## config.mk

```make
export PLATFORM = sky130hd
export DESIGN_NAME = mc_array_ctrl_flat
export DESIGN_NICKNAME = d
export VERILOG_FILES = /design/src/rtl/mc_array_ctrl_if.sv /design/src/rtl/mc_array_ctrl.sv /design/src/flat_wrapper.sv
export SDC_FILE = /design/constraint.sdc
export NUM_CORES = 1
export LEC_CHECK = 0
export BUFFER_PORTS_ARGS = -buffer_cell sky130_fd_sc_hd__buf_4
export CORE_AREA = 3 3 255 257
export CTS_CLUSTER_SIZE = 20
export DETAILED_ROUTE_END_ITERATION = 8
export DIE_AREA = 0 0 258 260
export PLACE_DENSITY = 0.52
export SYNTH_ARGS = -nofsm -noshare
export SYNTH_HDL_FRONTEND = slang
export SYNTH_SLANG_ARGS = --single-unit
```

## constraint.sdc

```tcl
create_clock -name clk_i -period 4.6 [get_ports clk_i]
set_input_delay 0.46 -clock clk_i [delete_from_list [all_inputs] [get_ports clk_i]]
set_output_delay 0.46 -clock clk_i [all_outputs]
set_load 0.1 [all_outputs]
```

## src/rtl/mc_array_ctrl_if.sv

```systemverilog
// Request/response bundle between the inference controller and the array sequencer.
interface mc_array_ctrl_if;
  logic        req_valid_i;
  logic        req_ready_o;
  logic        req_we_i;
  logic [5:0]  req_row_i;
  logic [63:0] req_col_mask_i;
  logic [63:0] req_wdata_i;
  logic        rsp_valid_o;
  logic        rsp_ready_i;
  logic [63:0] rsp_rdata_o;
  logic        busy_o;

  // Sequencer side
  modport slave (
    input  req_valid_i, req_we_i, req_row_i, req_col_mask_i, req_wdata_i, rsp_ready_i,
    output req_ready_o, rsp_valid_o, rsp_rdata_o, busy_o
  );

  // Requester side
  modport master (
    output req_valid_i, req_we_i, req_row_i, req_col_mask_i, req_wdata_i, rsp_ready_i,
    input  req_ready_o, rsp_valid_o, rsp_rdata_o, busy_o
  );
endinterface

```

## src/rtl/mc_array_ctrl.sv

```systemverilog
// Row write/read sequencer for the 64x64 2T2R memristor array macro.
module mc_array_ctrl #(
  parameter int unsigned PULSE_CYCLES = 4,
  parameter int unsigned ARM_CYCLES   = 1,
  parameter int unsigned SENSE_CYCLES = 2,
  parameter int unsigned GUARD_CYCLES = 1
) (
  input  logic                clk_i,
  input  logic                rst_ni,
  mc_array_ctrl_if.slave      bus,
  output logic [31:0]         CWLE,
  output logic [31:0]         CWLO,
  output logic [63:0]         CBLEN,
  output logic [63:0]         CBL,
  output logic [63:0]         CSL,
  output logic [63:0]         DIN,
  output logic [63:0]         DINb,
  input  logic [63:0]         DOUT
);

  localparam int unsigned CNT_W  = 8;
  localparam int unsigned ROW_W  = 6;
  localparam int unsigned COL_W  = 64;
  localparam int unsigned WL_W   = 32;

  localparam logic [2:0] S_IDLE       = 3'd0;
  localparam logic [2:0] S_WL_SETUP   = 3'd1;
  localparam logic [2:0] S_PROG_A     = 3'd2;
  localparam logic [2:0] S_PROG_B     = 3'd3;
  localparam logic [2:0] S_READ_ARM   = 3'd4;
  localparam logic [2:0] S_READ_SENSE = 3'd5;
  localparam logic [2:0] S_WL_HOLD    = 3'd6;
  localparam logic [2:0] S_RESP       = 3'd7;

  localparam logic [CNT_W-1:0] PULSE_LD = CNT_W'(PULSE_CYCLES - 1);
  localparam logic [CNT_W-1:0] ARM_LD   = CNT_W'(ARM_CYCLES - 1);
  localparam logic [CNT_W-1:0] SENSE_LD = CNT_W'(SENSE_CYCLES - 1);
  localparam logic [CNT_W-1:0] GUARD_LD = CNT_W'(GUARD_CYCLES - 1);

  logic [2:0]       state_q, state_d;
  logic [CNT_W-1:0] cnt_q, cnt_d;
  logic             we_q, we_d;
  logic [ROW_W-1:0] row_q, row_d;
  logic [COL_W-1:0] mask_q, mask_d;
  logic [COL_W-1:0] wdata_q, wdata_d;
  logic [COL_W-1:0] rdata_q, rdata_d;
  logic             rsp_valid_q, rsp_valid_d;
  logic             busy_q, busy_d;
  logic [WL_W-1:0]  cwle_q, cwle_d, cwlo_q, cwlo_d;
  logic [COL_W-1:0] cblen_q, cblen_d, cbl_q, cbl_d, csl_q, csl_d;
  logic [COL_W-1:0] din_q, din_d, dinb_q, dinb_d;
  logic             accept_c, cnt_done_c, wl_on_c;

  assign accept_c   = (state_q == S_IDLE) & bus.req_valid_i;
  assign cnt_done_c = (cnt_q == '0);

  // Next state, phase timer, request latch, and array waveforms decoded from the next state
  always_comb begin
    state_d     = state_q;
    cnt_d       = cnt_q;
    we_d        = we_q;
    row_d       = row_q;
    mask_d      = mask_q;
    wdata_d     = wdata_q;
    rdata_d     = rdata_q;
    cwle_d      = '0;
    cwlo_d      = '0;
    cblen_d     = '0;
    cbl_d       = '0;
    csl_d       = '0;
    din_d       = '0;
    dinb_d      = '0;
    wl_on_c     = 1'b0;

    case (state_q)
      S_IDLE: begin
        if (accept_c) begin
          we_d    = bus.req_we_i;
          row_d   = bus.req_row_i;
          mask_d  = bus.req_col_mask_i;
          wdata_d = bus.req_wdata_i;
          rdata_d = '0;
          cnt_d   = GUARD_LD;
          state_d = S_WL_SETUP;
        end
      end
      S_WL_SETUP: begin
        if (cnt_done_c) begin
          state_d = we_q ? S_PROG_A : S_READ_ARM;
          cnt_d   = we_q ? PULSE_LD : ARM_LD;
        end else begin
          cnt_d = cnt_q - CNT_W'(1);
        end
      end
      S_PROG_A: begin
        if (cnt_done_c) begin
          state_d = S_PROG_B;
          cnt_d   = PULSE_LD;
        end else begin
          cnt_d = cnt_q - CNT_W'(1);
        end
      end
      S_PROG_B: begin
        if (cnt_done_c) begin
          state_d = S_WL_HOLD;
          cnt_d   = GUARD_LD;
        end else begin
          cnt_d = cnt_q - CNT_W'(1);
        end
      end
      S_READ_ARM: begin
        if (cnt_done_c) begin
          state_d = S_READ_SENSE;
          cnt_d   = SENSE_LD;
        end else begin
          cnt_d = cnt_q - CNT_W'(1);
        end
      end
      S_READ_SENSE: begin
        if (cnt_done_c) begin
          // Sense amp output is active-low relative to the stored bit
          rdata_d = ~DOUT & mask_q;
          state_d = S_WL_HOLD;
          cnt_d   = GUARD_LD;
        end else begin
          cnt_d = cnt_q - CNT_W'(1);
        end
      end
      S_WL_HOLD: begin
        if (cnt_done_c) begin
          state_d = S_RESP;
        end else begin
          cnt_d = cnt_q - CNT_W'(1);
        end
      end
      S_RESP: begin
        if (bus.rsp_ready_i) begin
          state_d = S_IDLE;
        end
      end
      default: state_d = S_IDLE;
    endcase

    rsp_valid_d = (state_d == S_RESP);
    busy_d      = (state_d != S_IDLE);
    wl_on_c     = (state_d != S_IDLE) && (state_d != S_RESP);

    if (wl_on_c) begin
      if (row_d[0]) cwle_d[row_d[ROW_W-1:1]] = 1'b1;
      else          cwlo_d[row_d[ROW_W-1:1]] = 1'b1;
    end

    case (state_d)
      S_PROG_A: begin
        cblen_d = mask_d;
        cbl_d   = ~wdata_d & mask_d;
      end
      S_PROG_B: begin
        cblen_d = mask_d;
        cbl_d   = ~wdata_d & mask_d;
        csl_d   = mask_d;
      end
      S_READ_ARM:   csl_d = '1;
      S_READ_SENSE: din_d = '1;
      default: ;
    endcase
  end

  // State, timer, latched request and registered outputs
  always_ff @(posedge clk_i or negedge rst_ni) begin
    if (!rst_ni) begin
      state_q     <= S_IDLE;
      cnt_q       <= '0;
      we_q        <= 1'b0;
      row_q       <= '0;
      mask_q      <= '0;
      wdata_q     <= '0;
      rdata_q     <= '0;
      rsp_valid_q <= 1'b0;
      busy_q      <= 1'b0;
      cwle_q      <= '0;
      cwlo_q      <= '0;
      cblen_q     <= '0;
      cbl_q       <= '0;
      csl_q       <= '0;
      din_q       <= '0;
      dinb_q      <= '0;
    end else begin
      state_q     <= state_d;
      cnt_q       <= cnt_d;
      we_q        <= we_d;
      row_q       <= row_d;
      mask_q      <= mask_d;
      wdata_q     <= wdata_d;
      rdata_q     <= rdata_d;
      rsp_valid_q <= rsp_valid_d;
      busy_q      <= busy_d;
      cwle_q      <= cwle_d;
      cwlo_q      <= cwlo_d;
      cblen_q     <= cblen_d;
      cbl_q       <= cbl_d;
      csl_q       <= csl_d;
      din_q       <= din_d;
      dinb_q      <= dinb_d;
    end
  end

  assign bus.req_ready_o = (state_q == S_IDLE);
  assign bus.rsp_valid_o = rsp_valid_q;
  assign bus.rsp_rdata_o = rdata_q;
  assign bus.busy_o      = busy_q;
  assign CWLE            = cwle_q;
  assign CWLO            = cwlo_q;
  assign CBLEN           = cblen_q;
  assign CBL             = cbl_q;
  assign CSL             = csl_q;
  assign DIN             = din_q;
  assign DINb            = dinb_q;

endmodule

```

## src/flat_wrapper.sv

```systemverilog
// flat-port wrapper written by rule: the top's interface ports become plain ports
module mc_array_ctrl_flat 
#(
  parameter int unsigned PULSE_CYCLES = 4,
  parameter int unsigned ARM_CYCLES   = 1,
  parameter int unsigned SENSE_CYCLES = 2,
  parameter int unsigned GUARD_CYCLES = 1
)
  (clk_i, rst_ni, CWLE, CWLO, CBLEN, CBL, CSL, DIN, DINb, DOUT, bus_req_valid_i, bus_req_we_i, bus_req_row_i, bus_req_col_mask_i, bus_req_wdata_i, bus_rsp_ready_i, bus_req_ready_o, bus_rsp_valid_o, bus_rsp_rdata_o, bus_busy_o);
  mc_array_ctrl_if bus_i ();
  input  logic clk_i;
  input  logic rst_ni;
  output logic [31:0] CWLE;
  output logic [31:0] CWLO;
  output logic [63:0] CBLEN;
  output logic [63:0] CBL;
  output logic [63:0] CSL;
  output logic [63:0] DIN;
  output logic [63:0] DINb;
  input  logic [63:0] DOUT;
  input wire logic [$bits(bus_i.req_valid_i)-1:0] bus_req_valid_i;
  input wire logic [$bits(bus_i.req_we_i)-1:0] bus_req_we_i;
  input wire logic [$bits(bus_i.req_row_i)-1:0] bus_req_row_i;
  input wire logic [$bits(bus_i.req_col_mask_i)-1:0] bus_req_col_mask_i;
  input wire logic [$bits(bus_i.req_wdata_i)-1:0] bus_req_wdata_i;
  input wire logic [$bits(bus_i.rsp_ready_i)-1:0] bus_rsp_ready_i;
  output wire logic [$bits(bus_i.req_ready_o)-1:0] bus_req_ready_o;
  output wire logic [$bits(bus_i.rsp_valid_o)-1:0] bus_rsp_valid_o;
  output wire logic [$bits(bus_i.rsp_rdata_o)-1:0] bus_rsp_rdata_o;
  output wire logic [$bits(bus_i.busy_o)-1:0] bus_busy_o;
  assign bus_i.req_valid_i = bus_req_valid_i;
  assign bus_i.req_we_i = bus_req_we_i;
  assign bus_i.req_row_i = bus_req_row_i;
  assign bus_i.req_col_mask_i = bus_req_col_mask_i;
  assign bus_i.req_wdata_i = bus_req_wdata_i;
  assign bus_i.rsp_ready_i = bus_rsp_ready_i;
  assign bus_req_ready_o = bus_i.req_ready_o;
  assign bus_rsp_valid_o = bus_i.rsp_valid_o;
  assign bus_rsp_rdata_o = bus_i.rsp_rdata_o;
  assign bus_busy_o = bus_i.busy_o;
  mc_array_ctrl #(.PULSE_CYCLES(PULSE_CYCLES), .ARM_CYCLES(ARM_CYCLES), .SENSE_CYCLES(SENSE_CYCLES), .GUARD_CYCLES(GUARD_CYCLES)) u_core (.clk_i(clk_i), .rst_ni(rst_ni), .bus(bus_i), .CWLE(CWLE), .CWLO(CWLO), .CBLEN(CBLEN), .CBL(CBL), .CSL(CSL), .DIN(DIN), .DINb(DINb), .DOUT(DOUT));
endmodule
```

==> flow_summary.ini, run 1 <==
[status]
status = completed

[timing]
post-route-period-util_pct = 72.7
rsz0062_at_grt = no
fin_skew_ns = 0.0234
slew_headroom_pct = 31.3
fmax_mhz = 299
fin_setup_tns_ns = 0
whs_ns = 0.0540
fin_crit_ns = 3.34
drv_slew = 0
setup_viol = 0
final_hold_viol_count = 0
worst_pin_slew_ns = 1.03

[cts]
cts_tree = built
cts.clk_slew.worst_paths_ns = 0.06
ctsResizeCount = 0
cts_root_buf = clkbuf_16
clockBufferDepth = 3
clkSinkCount = 469
cts_setup_buffers = 0
clk_latency_ns = 0.59
numCtsBuffers = 51
cts-hold-fix-buffers = 6
htreeDepth = 2

[yosys]
synth_top_area_cell = dfrtp_1
synth.area.top_cells = dfrtp_1 (67%), buf_4 (5.4%), mux2_2 (4.5%)
netlist_instances = 1520
syn_avg_cell_area_sq_um = 11.6
synth_area_sq_um = 17600
synth_flop_cell = dfrtp_1
synth_top_area_share_pct = 66.7
yosysWarningCount = 0
synth_edf_count = 0
async_flop_share_pct = 100
ys_ff_latch = 469
seq_area_frac_synth_pct = 66.7
synth_cell_types = 48

[worst_setup_path]
arrival_ns = 3.76
crit_type = flop to flop
required_ns = 5.02
end_kind = flop
path_max_fanout = 41
cp-start-kind = flop

[route]
num_vias = 12700
drc = 0
ant_nets = 0
wl_per_cell_um = 19.4
first_pass_iters = 5
routed_wl_um = 56900
drt_iter0_markers = 630
vias_per_cell = 4.33

[die]
fp.dieH_um = 260
die_w_um = 258
core_area_sq_um = 63000
pin_count = 654
die_area_sq_um = 67100
num_rows = 92
start_util_pct = 27.9

[place]
place_area_sq_um = 22200
port_buffers = 589
dp_hpwl_um = 40200
place_inst = 2834
place_congestion = 0.811

[worst_hold_path]
hold_class = input pin to flop

[power_and_ir_drop]
ir_drop_uv = 294
p_per_area_nw_per_um2 = 454
cellLeakagePower_nw = 12.0

[job]
maxCapViolCount = 0

[grt]
grt_util_all_layers_pct = 16.4
antenna_found_initial = 4
grt_pass1_vias = 13000
grt-ovfl-total = 0
grt_max_degree = 115
grt_pass1_wl_um = 83600

[layout]
drive_gt1_share_pct = 36.8
area_growth_pct = 37.0
instances_no_fill = 2937
final_util_pct = 38.3
fin_area_sq_um = 24100
fin_nets = 2252
fill_cells = 6196
where the power goes:
| part | internal (mW) | switching, mW |
|---|---|---|
| logic | 0.414 | 1.77 |
| registers | 4.34 | 0.0817 |
| clock network | 2.60 | 1.73 |
per-stage QoR:
stage / worst slack [ns] / total power, mW
finish: 1.26 / 10.9
global route: 1.07 / 11.3
CTS: 1.23 / 11.1
detailed placement: 1.21 / 6.69
global placement: 1.38 / 6.68
floorplan: 1.79 / 6.09
flip-flops by register name, summed over array words and instances, names as in the netlist:
signal,cells
u_core.CBLEN,64
u_core.CWLE,32
u_core.bus.rsp_valid_o,1
u_core.CSL,64
u_core.state_q,3
u_core.mask_q,64
u_core.DIN,1
u_core.bus.busy_o,1
u_core.wdata_q,64
u_core.bus.rsp_rdata_o,64
u_core.cnt_q,8
u_core.CBL,64
u_core.CWLO,32
u_core.row_q,6
u_core.we_q,1
cells in the mapped netlist, types with 3 or more instances:
cell type	n
dfrtp_1	469
nor2_1	208
inv_1	136
buf_4	127
nand2_1	90
o21ai_0	78
mux2_2	70
a21oi_1	69
nor3_1	67
o41ai_1	64
clkbuf_1	52
buf_2	12
nand3_1	10
buf_6	7
nand2b_1	5
nand3b_1	5
a31oi_1	4
buf_1	4
and2_1	3
o31ai_1	3
logic make-up (layout without fill, tap and decap cells):
group,count (synthesis),count (layout),share of synthesized area [%]
xor gates and xnor gates,2,2,0.0996
other,1,66,0.0213
and+or+nand+nor,402,402,9.64
AOI/OAI and AO/OA,233,233,8.42
adders and majority gates,2,2,0.142
buffers and inverters,339,845,10.3
DFF,469,469,66.7
muxes,72,72,4.60
cell type report:
cell class	instances	area, sq um	area share, %
inverter	136	510	2.12
clock inverter	20	328	1.36
clock buffer	75	1460	6.04
multi-input combinational	775	4290	17.8
timing repair buffer	614	4710	19.5
tap	846	1060	4.39
sequential	469	11700	48.7
antenna	2	5.00	0.0208
layer usage:
metal,wire (um),GRT usage [%],vias to the layer above
met4,1490,4.82,6
met5,40,0,-
met2,27700,27.6,536
met1,22600,19.9,6239
li1,-,-,5854
met3,5170,5.43,96
worst paths after layout:
check | from | end | slack (ns) | cells past startpoint
worst max-delay path | u_core.cnt_q[0] | u_core.CSL[14] | 1.26 | 8
worst min-delay path | DOUT[26] | u_core.bus.rsp_rdata_o[26] | 0.05 | 2
worst max register to register | u_core.cnt_q[0] | u_core.CSL[14] | 1.26 | 8
worst min register to register | u_core.bus.rsp_rdata_o[14] | u_core.bus.rsp_rdata_o[14] | 0.48 | 2
max in group asynchronous | rst_ni | u_core.CBLEN[50] | 2.72 | 4
min in group asynchronous | rst_ni | u_core.CBL[60] | 0.56 | 2
critical path, stage by stage (launching register included):
cell and delay (ns):
dfrtp_1 0.41, inv_1 0.11, ha_1 0.17, or3b_2 0.49
nor3_1 0.44, o22a_1 0.22, a2111o_2 0.78, buf_4 0.40
o21ai_0 0.16
placed cells by master, fill, tap and decap left out, drive strengths merged, types with 2 or more instances in the layout:
master and n:
a21oi 69, a311oi 2, a31oi 4, and2 4, buf 608, bufinv 7, clkbuf 75, clkinv 9
clkinvlp 2, conb 64, dfrtp 469, diode 2, dlygate4sd3 6, ha 2, inv 138, mux2 70
mux2i 2, nand2 90, nand2b 5, nand3 10, nand3b 5, nor2 208, nor2b 2, nor3 67
o211ai 2, o21ai 80, o21bai 2, o31ai 3, o41ai 64, or2 3, or3 2
Note: power is estimated with default switching activity, not from simulation.
==> inputs of run 2 (changes only) <==
Settings changed: ABC_AREA from default to 1, CORE_AREA 3 3 255 257 to 3 3 257 259, DIE_AREA 0 0 258 260 to 0 0 260 262, PLACE_DENSITY 0.52 to 0.54.
Clock period 4.6 ns to 3.19 ns, I/O delays scaled along.
==> run 2 against run 1 <==
Effect of this change:
- sequential share of layout area down 5.0 points
- area after synthesis up 7.7%
- maximum frequency up 28%
- core utilization up 3.6 points
- critical path depth up 2
- clock-buffer cell count down 2
- final area up 11%
- global-route usage up 2.2 points
- non-clock buffer count up 155
- worst hold slack worse by 0.016 ns
- die area up 1.6%
==> flow_summary.ini, run 2 <==
[worst_setup_path]
required_ns = 3.65
cp-start-kind = flop
crit_type = flop to flop
end_kind = flop
path_max_fanout = 35
arrival_ns = 3.07

[layout]
final_common_cell = buf_4
instances_no_fill = 3351
final_cell_mix = buf_4 (615), dfrtp_1 (468), nand2_1 (334)
final_util_pct = 41.9
fin_nets = 2657
register_area_sq_um = 11700
fin_area_sq_um = 26900
fill_cells = 6219
multi_input_area_sq_um = 5330
drive_gt1_share_pct = 34.1
area_growth_pct = 41.8

[yosys]
synth_edf_count = 0
synth_top_area_cell = dfrtp_1
syn_avg_cell_area_sq_um = 10.5
seq_area_frac_synth_pct = 62.0
synth_top_area_share_pct = 62.0
synth_area_sq_um = 18900
ys_ff_latch = 469
synth_flop_cell = dfrtp_1
yosysMostFrequentCell = dfrtp_1
synth.area.top_cells = dfrtp_1 (62%), nand2_1 (6.7%), buf_4 (5.6%)
async_flop_share_pct = 100
yosysWarningCount = 0
synth_cell_types = 34
netlist_instances = 1798
synth_top_cells_by_count = dfrtp_1 (469), nand2_1 (336), nor2_1 (150), buf_4 (140), inv_1 (139)

[place]
port_buffers = 589
place_inst = 3109
place_area_sq_um = 23600
place_congestion = 0.887
dp_hpwl_um = 46300

[route]
vias_per_cell = 4.48
num_vias = 15000
wl_per_cell_um = 19.6
first_pass_iters = 5
drt_iter0_markers = 875
routed_wl_um = 65700
drc = 0
ant_nets = 0

[job]
maxCapViolCount = 0

[die]
fp.dieH_um = 262
die_area_sq_um = 68100
start_util_pct = 29.5
die_w_um = 260
num_rows = 93
core_area_sq_um = 64100
pin_count = 654

[cts]
htreeDepth = 2
cts_root_buf = clkbuf_16
numCtsBuffers = 53
cts_setup_buffers = 0
clockBufferDepth = 3
ctsResizeCount = 0
clkSinkCount = 469
clk_latency_ns = 0.59
cts_tree = built
cts.clk_slew.worst_paths_ns = 0.06

[timing]
setup_viol = 0
post-route-period-util_pct = 82.0
final_hold_viol_count = 0
fin_crit_ns = 2.62
fmax_mhz = 382
fin_setup_tns_ns = 0
rsz0062_at_grt = no
drv_slew = 0
worst_pin_slew_ns = 1.03
slew_headroom_pct = 31.2
fin_skew_ns = 0.0151

[grt]
grt_max_degree = 111
grt_util_all_layers_pct = 18.6
antenna_found_initial = 8
grt_pass1_wl_um = 96000
grt_pass1_vias = 15600
grt-ovfl-total = 0

[status]
status = completed

[worst_hold_path]
hold_class = input pin to flop
==> run 2: layout make-up <==
type / instances / area share [%]
flip-flops and latches: 469 / 43.7
repair buffers: 769 / 23.3
multi-input cells: 1001 / 19.8
clock buffers: 73 / 5.67
well taps: 855 / 3.98
inverters: 158 / 2.23
clock inverters: 22 / 1.20
diodes: 4 / 0.0373
==> run 2: final timing paths <==
path                       depth (start not counted)                end                    from  slack [ns]
setup reg to reg                                  10     u_core.CSL[42]       u_core.state_q[0]        0.57
setup / recovery                                  10     u_core.CSL[42]       u_core.state_q[0]        0.57
hold reg to reg                                    2  u_core.wdata_q[0]       u_core.wdata_q[0]        0.47
max in group asynchronous                          3    u_core.CBLEN[4]                  rst_ni        1.85
min in group asynchronous                          2    u_core.CBLEN[0]                  rst_ni        0.33
hold / removal                                     3  u_core.mask_q[55]  bus_req_col_mask_i[55]        0.04
==> run 2: cell families after synthesis <==
| group | Yosys count | share of synthesized area, % |
|---|---|---|
| buffers and inverters | 391 | 11.4 |
| and+or+nand+nor | 720 | 18.3 |
| xor gates and xnor gates | 4 | 0.185 |
| adders and majority gates | 2 | 0.132 |
| AOI/OAI and AO/OA | 211 | 8.01 |
| other | 1 | 0.0198 |
| DFF | 469 | 62.0 |
==> run 2: repair_timing <==
item,4_1_cts,5_1_grt
hold endpoints to repair,226,0
endpoints found under the setup margin,0,0
hold buffers,143,0
==> run 2: critical path, stage by stage (launching register included) <==
cell and delay, ns:
dfrtp_1 0.48, nor2_4 0.16, nand2_2 0.09, clkinv_2 0.10, buf_4 0.45, nor2_1 0.10, nand4_1 0.20, nand2_1 0.22
nand2_4 0.12, buf_4 0.41, nand2_1 0.12
==> run 2: layer usage <==
| metal | wire length, um | vias to the layer above | GRT usage (%) |
|---|---|---|---|
| met3 | 5260 | 131 | 5.44 |
| met4 | 2180 | 8 | 6.29 |
| met5 | 55 | - | 0 |
| met2 | 32000 | 537 | 31.7 |
| met1 | 26200 | 7401 | 22.4 |
| li1 | - | 6927 | - |
==> run 2: stage by stage <==
stage	hold slack, ns	worst slack [ns]
6_report	0.0384	0.574
5_1_grt	0.0113	0.326
4_1_cts	0.000250	0.548
3_5_place_dp	0.405	0.566
3_3_place_gp	0.400	0.601
2_1_floorplan	0.0234	0.518
Power of run 2 is left out: the tool's default activity adds up to more than one toggle a clock period on the data nets, which glitch-free logic cannot reach.
==> inputs of run 3 (changes only) <==
Clock period 3.19 ns to 2.5 ns, I/O delays scaled along.
==> run 3 against run 2 <==
Effect of this change:
- critical endpoint is now bus_req_ready_o
- final area up 1.9%
- critical path depth down 5
- wire length up 0.17%
- cell count up 1.4%
- highest routed layer unchanged
- core utilization up 0.79 points
- setup slack worse by 0.45 ns
- global-route usage up 0.056 points
- clock skew up 0.018 ns
- sequential share of layout area down 0.81 points
==> flow_summary.ini, run 3 (synthesis gave the netlist of run 2 again) <==
[worst_setup_path]
r2r-end = u_core.bus.rsp_rdata_o[32]
crit_end = bus_req_ready_o
r2r-start = u_core.state_q[0]
cp-start-kind = flop
arrival_ns = 2.12
r2r_slack_ns = 0.22
end_kind = output pin
crit_type = flop to output pin
required_ns = 2.25
r2r_cells = 9
worstSetupStartpoint = u_core.state_q[0]
path_max_fanout = 32

[layout]
instances_no_fill = 3398
fin_nets = 2706
final_cell_mix = buf_4 (613), dfrtp_1 (468), nand2_1 (334)
area_growth_pct = 44.5
drive_gt1_share_pct = 33.5
final_util_pct = 42.7
fill_cells = 6190
final_common_cell = buf_4

[place]
dp_hpwl_um = 46800
port_buffers = 589
place_inst = 3116
place_congestion = 0.810

[worst_hold_path]
hold_class = input pin to flop

[route]
drt_iter0_markers = 782
num_vias = 15100
drc = 0
wl_per_cell_um = 19.4
first_pass_iters = 6
ant_nets = 0
vias_per_cell = 4.45
routed_wl_um = 65800

[die]
start_util_pct = 29.5
num_rows = 93
die_area_sq_um = 68100
fp.dieH_um = 262
die_w_um = 260
core_area_sq_um = 64100
pin_count = 654

[grt]
grt_max_degree = 81
met2_usage_pct = 33.3
grt_util_all_layers_pct = 18.6
use_met1_pct = 22.5
antenna_found_initial = 2
grt-ovfl-total = 0
grt_pass1_vias = 15800
grt.met3_usage_pct = 4.41
grt_pass1_wl_um = 97200
grt.busiest_layer = met2

[timing]
drv_slew = 0
rsz0062_at_grt = no
post-route-period-util_pct = 94.9
fin_skew_ns = 0.0329
setup_viol = 0
worst_pin_slew_ns = 0.989
fin_crit_ns = 2.37
fin_setup_tns_ns = 0
final_hold_viol_count = 0
fmax_mhz = 421
slew_headroom_pct = 34.1

[cts]
clkSinkCount = 469
cts_setup_buffers = 0
cts.clk_slew.worst_paths_ns = 0.06
clk_latency_ns = 0.59
numCtsBuffers = 52
htreeDepth = 2
cts_root_buf = clkbuf_16
cts_tree = built
clockBufferDepth = 3

[job]
maxCapViolCount = 0

[status]
status = completed
-- run 3: cell types whose count changed in the layout (fill, tap and decap cells not counted) --
cell	before	now
clkbuf_16	53	54
buf_4	615	613
clkinvlp_4	0	2
buf_6	0	1
inv_16	2	0
clkbuf_1	8	13
clkinv_8	0	1
buf_12	10	18
diode_2	4	1
dlygate4sd3_1	143	186
inv_6	2	0
clkbuf_8	12	16
clkinv_2	13	8
bufinv_16	7	3
-- run 3: cell type report --
class,instances,area (sq um),share of cell area [%]
well taps,855,1070,3.91
clock inverters,12,151,0.553
flip-flops and latches,469,11700,42.9
multi-input cells,1001,5330,19.5
clock buffers,83,1620,5.92
diodes,1,2.50,0.00915
repair buffers,819,6850,25.0
inverters,158,598,2.19
-- run 3: worst max-delay path: stages, from the launching register on --
cell      delay (ns)
dfrtp_1         0.48
nor2_4          0.16
nand2_2         0.09
clkinv_2        0.15
buf_6           0.31
buf_4           0.36
-- run 3: worst min-delay path by stage --
stage,startpoint,endpoint,slack (ns),cells past startpoint
4_1_cts,DOUT[54],u_core.bus.rsp_rdata_o[54],0.01,3
5_1_grt,DOUT[54],u_core.bus.rsp_rdata_o[54],0.03,3
3_3_place_gp,rst_ni,u_core.CBL[62],0.32,1
2_1_floorplan,rst_ni,u_core.CBLEN[0],-0.05,0
3_5_place_dp,rst_ni,u_core.CBL[62],0.33,1
6_report,DOUT[54],u_core.bus.rsp_rdata_o[54],0.05,3
-- run 3: layer usage --
| layer | part of all wire (%) | vias up |
|---|---|---|
| met5 | 0.020 | - |
| met4 | 2.2 | 2 |
| met1 | 40 | 7488 |
| li1 | - | 7025 |
| met2 | 51 | 512 |
| met3 | 7.0 | 84 |
-- run 3: per-stage QoR --
stage | worst slack [ns] | hold slack (ns) | area, sq um
after floorplan | 0.262 | -0.0456 | 19200
after global placement | 0.248 | 0.317 | 23700
after detailed placement | 0.245 | 0.326 | 23700
after CTS | 0.0704 | 0.0145 | 27400
after global routing | 0.0102 | 0.0338 | 27400
final | 0.127 | 0.0512 | 27400
-- run 3: timing repair --
action                                  in CTS  in global routing
hold buffers                               186                  0
hold endpoints to repair                   347                  0
endpoints found under the setup margin       1                  0
gates resized for setup                      1                  0
Power of run 3 is left out for the same reason.
